## src/rtl/muldiv_unit_if.sv

```systemverilog
// ============================================================================
//  Module      : muldiv_unit_if
//  Description : Request, HI/LO write and result bundle between the EX stage
//                and the multi-cycle multiply/divide unit.
//  Revision    : 1.0  initial release
// ============================================================================
`default_nettype none

interface muldiv_unit_if #(
    parameter int WIDTH = 32
);
    logic             start;
    logic [1:0]       op;
    logic [WIDTH-1:0] a;
    logic [WIDTH-1:0] b;
    logic             hi_we;
    logic             lo_we;
    logic [WIDTH-1:0] wdata;
    logic             busy;
    logic             done;
    logic [WIDTH-1:0] hi;
    logic [WIDTH-1:0] lo;

    modport master (
        output start, op, a, b, hi_we, lo_we, wdata,
        input  busy, done, hi, lo
    );

    modport slave (
        input  start, op, a, b, hi_we, lo_we, wdata,
        output busy, done, hi, lo
    );
endinterface

`default_nettype wire

```

## src/rtl/muldiv_unit.sv

```systemverilog
// ============================================================================
//  Module      : muldiv_unit
//  Description : Multi-cycle multiply/divide unit with architectural HI/LO.
//                Define MULDIV_FAST_MUL_EN for a two-cycle single-multiplier
//                mult/multu path; division is always iterative.
//  Revision    : 1.0  initial release
// ============================================================================
`default_nettype none

module muldiv_unit #(
    parameter int WIDTH = 32
) (
    input  wire logic    clk,
    input  wire logic    reset,
    muldiv_unit_if.slave bus
);

    localparam int c_cnt_w = (WIDTH > 1) ? $clog2(WIDTH) : 1;

    typedef enum logic [1:0] {
        IDLE = 2'd0,
        CALC = 2'd1,
        FIX  = 2'd2,
        DONE = 2'd3
    } state_t;

    state_t               r_state;
    state_t               w_next;

    logic [1:0]           r_op;
    logic [WIDTH-1:0]     r_a;
    logic [WIDTH-1:0]     r_b_mag;
    logic                 r_b_zero;
    logic                 r_neg_q;
    logic                 r_neg_r;
    logic [2*WIDTH-1:0]   r_acc;
    logic [c_cnt_w-1:0]   r_cnt;
    logic [WIDTH-1:0]     r_hi;
    logic [WIDTH-1:0]     r_lo;

    logic                 w_signed;
    logic                 w_a_neg;
    logic                 w_b_neg;
    logic [WIDTH-1:0]     w_a_mag;
    logic [WIDTH-1:0]     w_b_mag;
    logic                 w_fast_go;

    logic [WIDTH:0]       w_mul_sum;
    logic [2*WIDTH-1:0]   w_mul_acc;
    logic [WIDTH:0]       w_div_sh;
    logic [WIDTH:0]       w_div_try;
    logic [2*WIDTH-1:0]   w_div_acc;

    logic [WIDTH-1:0]     w_mag_hi;
    logic [WIDTH-1:0]     w_mag_lo;
    logic [2*WIDTH-1:0]   w_prod;
    logic [WIDTH-1:0]     w_res_hi;
    logic [WIDTH-1:0]     w_res_lo;

    // Operand magnitudes; the sign rule is reapplied in FIX.
    assign w_signed = ~bus.op[0];
    assign w_a_neg  = w_signed & bus.a[WIDTH-1];
    assign w_b_neg  = w_signed & bus.b[WIDTH-1];
    assign w_a_mag  = w_a_neg ? -bus.a : bus.a;
    assign w_b_mag  = w_b_neg ? -bus.b : bus.b;

`ifdef MULDIV_FAST_MUL_EN
    logic [WIDTH-1:0]     r_b;
    logic [2*WIDTH-1:0]   w_fast_a;
    logic [2*WIDTH-1:0]   w_fast_b;
    logic [2*WIDTH-1:0]   w_fast_prod;

    assign w_fast_go   = ~bus.op[1];
    assign w_fast_a    = {{WIDTH{~r_op[0] & r_a[WIDTH-1]}}, r_a};
    assign w_fast_b    = {{WIDTH{~r_op[0] & r_b[WIDTH-1]}}, r_b};
    // Low 2*WIDTH bits of the sign-extended product are exact for both signednesses.
    assign w_fast_prod = w_fast_a * w_fast_b;

    always_ff @(posedge clk) begin
        if (reset) begin
            r_b <= '0;
        end else if (r_state == IDLE && bus.start) begin
            r_b <= bus.b;
        end
    end
`else
    assign w_fast_go = 1'b0;
`endif

    // Shift-add step: conditional add into the upper half, then shift right.
    assign w_mul_sum = {1'b0, r_acc[2*WIDTH-1:WIDTH]} + (r_acc[0] ? {1'b0, r_b_mag} : '0);
    assign w_mul_acc = {w_mul_sum, r_acc[WIDTH-1:1]};

    // Restoring step: remainder holds below the divisor, so WIDTH+1 bits suffice for the trial.
    assign w_div_sh  = r_acc[2*WIDTH-1:WIDTH-1];
    assign w_div_try = w_div_sh - {1'b0, r_b_mag};
    assign w_div_acc = w_div_try[WIDTH] ? {w_div_sh[WIDTH-1:0], r_acc[WIDTH-2:0], 1'b0}
                                        : {w_div_try[WIDTH-1:0], r_acc[WIDTH-2:0], 1'b1};

    assign w_mag_hi = r_acc[2*WIDTH-1:WIDTH];
    assign w_mag_lo = r_acc[WIDTH-1:0];

    always_comb begin
        w_prod   = r_neg_q ? -r_acc : r_acc;
        w_res_hi = w_prod[2*WIDTH-1:WIDTH];
        w_res_lo = w_prod[WIDTH-1:0];
        if (r_op[1]) begin
            if (r_b_zero) begin
                w_res_hi = r_a;
                w_res_lo = '1;
            end else begin
                w_res_lo = r_neg_q ? -w_mag_lo : w_mag_lo;
                w_res_hi = r_neg_r ? -w_mag_hi : w_mag_hi;
            end
        end
`ifdef MULDIV_FAST_MUL_EN
        if (!r_op[1]) begin
            {w_res_hi, w_res_lo} = w_fast_prod;
        end
`endif
    end

    always_ff @(posedge clk) begin
        if (reset) begin
            r_state <= IDLE;
        end else begin
            r_state <= w_next;
        end
    end

    always_comb begin
        w_next = r_state;
        case (r_state)
            IDLE: if (bus.start) w_next = w_fast_go ? FIX : CALC;
            CALC: if (r_cnt == c_cnt_w'(WIDTH-1)) w_next = FIX;
            FIX:  w_next = DONE;
            DONE: w_next = IDLE;
            default: w_next = IDLE;
        endcase
    end

    always_ff @(posedge clk) begin
        if (reset) begin
            r_op     <= '0;
            r_a      <= '0;
            r_b_mag  <= '0;
            r_b_zero <= 1'b0;
            r_neg_q  <= 1'b0;
            r_neg_r  <= 1'b0;
            r_acc    <= '0;
            r_cnt    <= '0;
            r_hi     <= '0;
            r_lo     <= '0;
        end else begin
            case (r_state)
                IDLE: begin
                    if (bus.start) begin
                        r_op     <= bus.op;
                        r_a      <= bus.a;
                        r_b_mag  <= w_b_mag;
                        r_b_zero <= (bus.b == '0);
                        r_neg_q  <= w_a_neg ^ w_b_neg;
                        r_neg_r  <= w_a_neg;
                        r_acc    <= {{WIDTH{1'b0}}, w_a_mag};
                        r_cnt    <= '0;
                    end else begin
                        if (bus.hi_we) r_hi <= bus.wdata;
                        if (bus.lo_we) r_lo <= bus.wdata;
                    end
                end
                CALC: begin
                    r_acc <= r_op[1] ? w_div_acc : w_mul_acc;
                    r_cnt <= r_cnt + c_cnt_w'(1);
                end
                FIX: begin
                    r_hi <= w_res_hi;
                    r_lo <= w_res_lo;
                end
                default: ;
            endcase
        end
    end

    assign bus.busy = (r_state != IDLE);
    assign bus.done = (r_state == DONE);
    assign bus.hi   = r_hi;
    assign bus.lo   = r_lo;

endmodule

`default_nettype wire

```

## src/flat_wrapper.sv

```systemverilog
// flat-port wrapper written by rule: the top's interface ports become plain ports
module muldiv_unit_flat 
#(
    parameter int WIDTH = 32
)
  (clk, reset, bus_start, bus_op, bus_a, bus_b, bus_hi_we, bus_lo_we, bus_wdata, bus_busy, bus_done, bus_hi, bus_lo);
  muldiv_unit_if #(.WIDTH(WIDTH)) bus_i ();
  input  wire logic clk;
  input  wire logic reset;
  input wire logic [$bits(bus_i.start)-1:0] bus_start;
  input wire logic [$bits(bus_i.op)-1:0] bus_op;
  input wire logic [$bits(bus_i.a)-1:0] bus_a;
  input wire logic [$bits(bus_i.b)-1:0] bus_b;
  input wire logic [$bits(bus_i.hi_we)-1:0] bus_hi_we;
  input wire logic [$bits(bus_i.lo_we)-1:0] bus_lo_we;
  input wire logic [$bits(bus_i.wdata)-1:0] bus_wdata;
  output wire logic [$bits(bus_i.busy)-1:0] bus_busy;
  output wire logic [$bits(bus_i.done)-1:0] bus_done;
  output wire logic [$bits(bus_i.hi)-1:0] bus_hi;
  output wire logic [$bits(bus_i.lo)-1:0] bus_lo;
  assign bus_i.start = bus_start;
  assign bus_i.op = bus_op;
  assign bus_i.a = bus_a;
  assign bus_i.b = bus_b;
  assign bus_i.hi_we = bus_hi_we;
  assign bus_i.lo_we = bus_lo_we;
  assign bus_i.wdata = bus_wdata;
  assign bus_busy = bus_i.busy;
  assign bus_done = bus_i.done;
  assign bus_hi = bus_i.hi;
  assign bus_lo = bus_i.lo;
  muldiv_unit #(.WIDTH(WIDTH)) u_core (.clk(clk), .reset(reset), .bus(bus_i));
endmodule
```

## config.mk

```make
export PLATFORM = sky130hd
export DESIGN_NAME = muldiv_unit_flat
export DESIGN_NICKNAME = d
export VERILOG_FILES = /design/src/rtl/muldiv_unit_if.sv /design/src/rtl/muldiv_unit.sv /design/src/flat_wrapper.sv
export SDC_FILE = /design/constraint.sdc
export NUM_CORES = 1
export LEC_CHECK = 0
export CAP_MARGIN = 30
export CORE_MARGIN = 5
export CORE_UTILIZATION = 60
export CTS_CLUSTER_DIAMETER = 60
export DETAILED_ROUTE_END_ITERATION = 16
export PLACE_DENSITY = 0.87
export SLEW_MARGIN = 20
export SYNTH_ARGS = -nofsm -noshare
export SYNTH_HDL_FRONTEND = slang
export SYNTH_SLANG_ARGS = --single-unit
export TNS_END_PERCENT = 1
```

## constraint.sdc

```tcl
create_clock -name clk -period 10.64 [get_ports clk]
set_clock_uncertainty 0.05 [all_clocks]
set_input_delay 1.064 -clock clk [delete_from_list [all_inputs] [get_ports clk]]
set_output_delay 1.064 -clock clk [all_outputs]
set_load 0.005 [all_outputs]
```

# Word level (Yosys, flattened, before mapping)
# Cells that the tools add are included.
# W data, S select, Z words.
# word_totals
reg_bits,204
input_bits,103
# op_classes
n_addsub,8
eq_ne,9
muxes,25
n_bitwise,4
reduce_logical,10
# ops
cell,count
$mux W32,13
$mux W64,4
$neg A32 Y32,4
$pmux W32 S2,2
$pmux W64 S2,1
$neg A64 Y64,1
$add A32 B33 Y33,1
$sub A33 B32 Y33,1
$logic_not A32 Y1,1
$pmux W5 S2,1
$ne A2 B2 Y1 const B,4
$pmux W2 S4,1
$reduce_and A2 Y1,3
$reduce_and A3 Y1,2
$reduce_bool A2 Y1,3
$add A5 B1 Y5 const B,1
$eq A5 B5 Y1 const B,1
$mux W5,1
$eq A2 B2 Y1 const B,2
$mux W2,2
$and A1 B1 Y1,2
$eq A2 B1 Y1 const B,1
$logic_not A2 Y1,1
$ne A2 B1 Y1 const B,1
2 further kinds,2

# Depth between registers and ports, before layout
# logic_depth
depth_word,5
mapped_depth,16
mapped_depth_nobuf,14

# Least setup slack after synthesis
# No wires, ideal clock.
# synth_timing
path_type,reg-to-reg
startpoint,register u_core.r_acc[32]
endpoint,register u_core.r_acc[48]
setup_time_ns,0.135
arrival_time_ns,3.378
required_ns,10.455
path_slack_ns,7.077
path_stages_with_launch,13
synth_period_minus_slack_ns,3.563
path_cell_list,dfxtp_1 -> clkbuf_1 -> inv_1 -> fa_1 -> nor2b_1 -> o31a_1 -> o2111ai_1 -> a211oi_1 -> or4b_2 -> nor3b_1 -> clkbuf_1 -> mux2i_1 -> o221ai_1
# synth_between
elab_chain_len,4
elab_cells_between_ends,5
cone_classes,add/sub: 2; mux: 3
# synth_rtl
item,line_no,source
start: declaration,muldiv_unit.sv:36,logic [2*WIDTH-1:0] r_acc;
start signal: assignment,muldiv_unit.sv:164,"r_acc <= {{WIDTH{1'b0}}, w_a_mag};"
start signal: assignment,muldiv_unit.sv:172,r_acc <= r_op[1] ? w_div_acc : w_mul_acc;
$sub A33 B32 Y33,muldiv_unit.sv:96,"assign w_div_try = w_div_sh - {1'b0, r_b_mag};"
$mux W64,muldiv_unit.sv:97,"assign w_div_acc = w_div_try[WIDTH] ? {w_div_sh[WIDTH-1:0], r_acc[WIDTH-2:0], 1'b0}"
$mux W64 *,muldiv_unit.sv:172,
$pmux W64 S2 *,muldiv_unit.sv:155,case (r_state)
# Every way passes the cells marked *; elsewhere a longest branch is shown, timed or not.
# A chain may end at the register's enable or synchronous reset.

# Worst setup path after layout
# layout_timing
startpoint,register u_core.r_acc[31]
endpoint,register u_core.r_acc[44]
# layout_between
elab_chain_len,4
# layout_rtl
item,line_no
$sub A33 B32 Y33,muldiv_unit.sv:96
$mux W64,muldiv_unit.sv:97
$mux W64,muldiv_unit.sv:172
$pmux W64 S2,muldiv_unit.sv:155
# No other way between the ends.

==> impl_metrics.toml <==
[setup_path]
path_max_fanout = 22
rrSetupSlack_ns = 6.56
r2r-start = "u_core.r_acc[31]"
cp_slowest_cell = "or3b_2"
crit_arrival_ns = 4.51
critPathMaxStageDelay_ns = 0.69
worstRegToRegCells = 11
critPathKind = "register to register"
cp-end-kind = "register"
crit_path_start_kind = "register"
r2r_end = "u_core.r_acc[44]"
critPathRequiredTime_ns = 11.07
path_cells = "inv_1, ha_1, fa_1, nor2b_1, o31a_1, o2111ai_1, a211oi_1, or4b_2, or3b_2, o311ai_0, a22o_1"

[power_and_ir_drop]
intPower_mw = 2.333
ir_drop_mv = 0.3593
p_clk_frac = 0.234
total_power_mw = 4.224
p_seq_frac = 0.290
p_leak_nw = 7.141
power_frac_comb = 0.476
switchingPower_mw = 1.891
switching_share = 0.4476
p_per_area_nw_per_um2 = 225.5

[clocking]
cts_made_buffers = 27
cts.clk_slew.worst_paths_ns = 0.06
clk_latency_ns = 0.56
clock-sinks = 203
postCtsHoldBufs = 0
cts_resized = 0
postCtsSetupRepairBufs = 0
h-tree-depth = 1
cts_tree = "yes"
root_buffer = "clkbuf_16"
clk_path_buf_depth = 3

[hold_path]
hold_depth = 2
hold_start = "u_core.r_a[28]"
hold_end = "u_core.r_a[28]"
hold_path.class = "register to register"

[routing]
avgViaCountPerCell = 6.556
drt_iter0_drc = 2078
first_pass_iters = 6
final_antenna_net_count = 0
wl_per_cell_um = 21.27
drt_wl_total_um = 55500
drc = 0
dr_total_vias = 17104

[yosys]
ys_types = 79
synth_top_area_cell = "dfxtp_1"
synth.area.top_cells = "dfxtp_1, nand2_1, a21oi_1"
synth-seq-cells = 203
avgSynthCellArea_um2 = 7.324
ys_seq_area_frac = 0.2521
ys.flop_type = "dfxtp_1"
synthesis.area_um2 = 16120
yosysTopAreaCellShare = 0.2521
yosys_warnings = 0
synth_nets = 2380
synth_cells = 2201
synth_edf_count = 0
synthArstFlopShare = 0

[floorplan]
dieArea_um2 = 30240
core-area_um2 = 26730
io_pins = 169
die_w_um = 173.9
start_util = 0.6031
fp.dieH_um = 173.9
rows = 60

[finish]
drive_above_1_share = 0.05073
final_cell_mix = "nand2_1, a21oi_1, nor2_1"
post-route-cell-area_um2 = 18730
area_growth_syn_to_layout_pct = 16.21
final_common_cell = "nand2_1"
layout.nets = 2427

[sta]
maxSlewHeadroom = 0.3158
finalSetupViolCount = 0
grt_setup_unrepaired = "no"
slew_viol_final = 0
fmax_mhz = 245.1
finalCritPeriodShare = 0.3835
hold_viol = 0
fin_setup_tns_ns = 0
worst-slew-pin-transition_ns = 1.026
period_needed_ns = 4.081
whs_ns = 0.3985
setup_slack_ns = 6.559

[grt]
grt_use_total = 0.3466
antenna_found_initial = 2
grt_pass1_wl_um = 86320
grt_max_degree = 97
grt_pass1_vias = 15789
grt_overflow_total = 0

[place]
hpwl_um = 41230
io_buffers = 168
gp_congestion = 0.9883
dpl_worst_slack_ns = 6.080
placedInstanceArea_um2 = 17740

[outcome]
outcome = "completed"

[run]
max-cap-violations = 0
## critical path: cells and delay by family, from the launching register on
kind / cells / cell delay [ns]
AOI/OAI and AO/OA: 5 / 1.51
buffers and inverters: 1 / 0.14
DFF: 1 / 0.47
and+or+nand+nor: 3 / 1.11
adders and majority gates: 2 / 0.70
## routing by layer
layer / GRT usage / part of all wire
met1: 0.4819 / 0.41
met2: 0.5325 / 0.44
met4: 0.1313 / 0.042
met5: 0 / 0.00049
met3: 0.07003 / 0.11
## per-stage QoR
stage	instances	util
finish	2609	0.7009
global route	2608	0.7008
CTS	2607	0.7002
detailed placement	2559	0.6639
global placement	2557	0.6630
floorplan	2201	-
## worst max-delay path by stage
stage | startpoint | endpoint | slack, ns
floorplan | u_core.r_acc[32] | u_core.r_acc[48] | 7.08
global placement | bus_a[2] | u_core.r_acc[31] | 6.15
global route | bus_a[2] | u_core.r_acc[31] | 6.36
detailed placement | bus_a[2] | u_core.r_acc[31] | 6.08
CTS | u_core.r_acc[0] | u_core.r_acc[63] | 6.41
finish | u_core.r_acc[31] | u_core.r_acc[44] | 6.56
## state kept, by name, indices dropped and copies added (netlist names), 2 cells and up
| signal | cells |
|---|---|
| u_core.r_acc | 64 |
| u_core.bus.hi | 32 |
| u_core.bus.lo | 32 |
| u_core.r_a | 32 |
| u_core.r_b_mag | 32 |
| u_core.r_cnt | 5 |
| u_core.r_state | 2 |
## logic make-up (layout without fill, tap and decap cells)
| kind of cell | count (synthesis) | in the layout | share of synthesized area |
|---|---|---|---|
| xor gates and xnor gates | 186 | 186 | 0.1011 |
| and+or+nand+nor | 746 | 746 | 0.2114 |
| other | 0 | 1 | 0 |
| DFF | 203 | 203 | 0.2521 |
| buffers and inverters | 242 | 308 | 0.05759 |
| muxes | 72 | 72 | 0.04518 |
| AOI/OAI and AO/OA | 676 | 676 | 0.2727 |
| adders and majority gates | 76 | 76 | 0.05992 |
## cells in the mapped netlist, types with 5 or more instances
cell type	count
mux2_2	6
nor2b_1	18
a21oi_1	219
o221ai_1	30
or2_2	6
nand3_1	28
mux2i_1	66
nor3_1	38
o21ai_0	111
dfxtp_1	203
or4_1	13
ha_1	74
o41ai_1	9
and2_1	8
xnor2_1	112
or3_1	23
nand4_1	12
nor2_1	213
a311oi_1	22
nand3b_1	5
nor3b_1	8
clkbuf_1	145
a22oi_1	14
buf_1	18
o21a_1	10
nor4_1	17
o211ai_1	61
a211oi_1	46
a2111oi_0	5
a31oi_1	10
nand2_1	304
o21ai_1	15
nand2b_1	30
o31ai_1	25
o21bai_1	5
o22ai_1	7
inv_1	72
a21o_1	39
a32oi_1	5
xor2_1	74
## final cells by class
class	count	area, um^2
Multi-Input combinational cell	1756	11150
Fill cell	2209	7994
Sequential cell	203	4069
Timing Repair Buffer	187	1837
Clock buffer	33	738.2
Tap cell	341	426.7
Inverter	73	274.0
Clock inverter	15	234.0
Antenna cell	1	2.502
## power by group through the flow
stage	Clock (mW)	Combinational (mW)	Sequential, mW
final	0.989	2.01	1.23
after global routing	1.02	2.18	1.24
after CTS	0.991	1.96	1.21
after detailed placement	0	1.94	1.22
after global placement	0	1.90	1.21
after floorplan	0	1.42	1.07
Note: power is estimated with default switching activity, not from simulation.
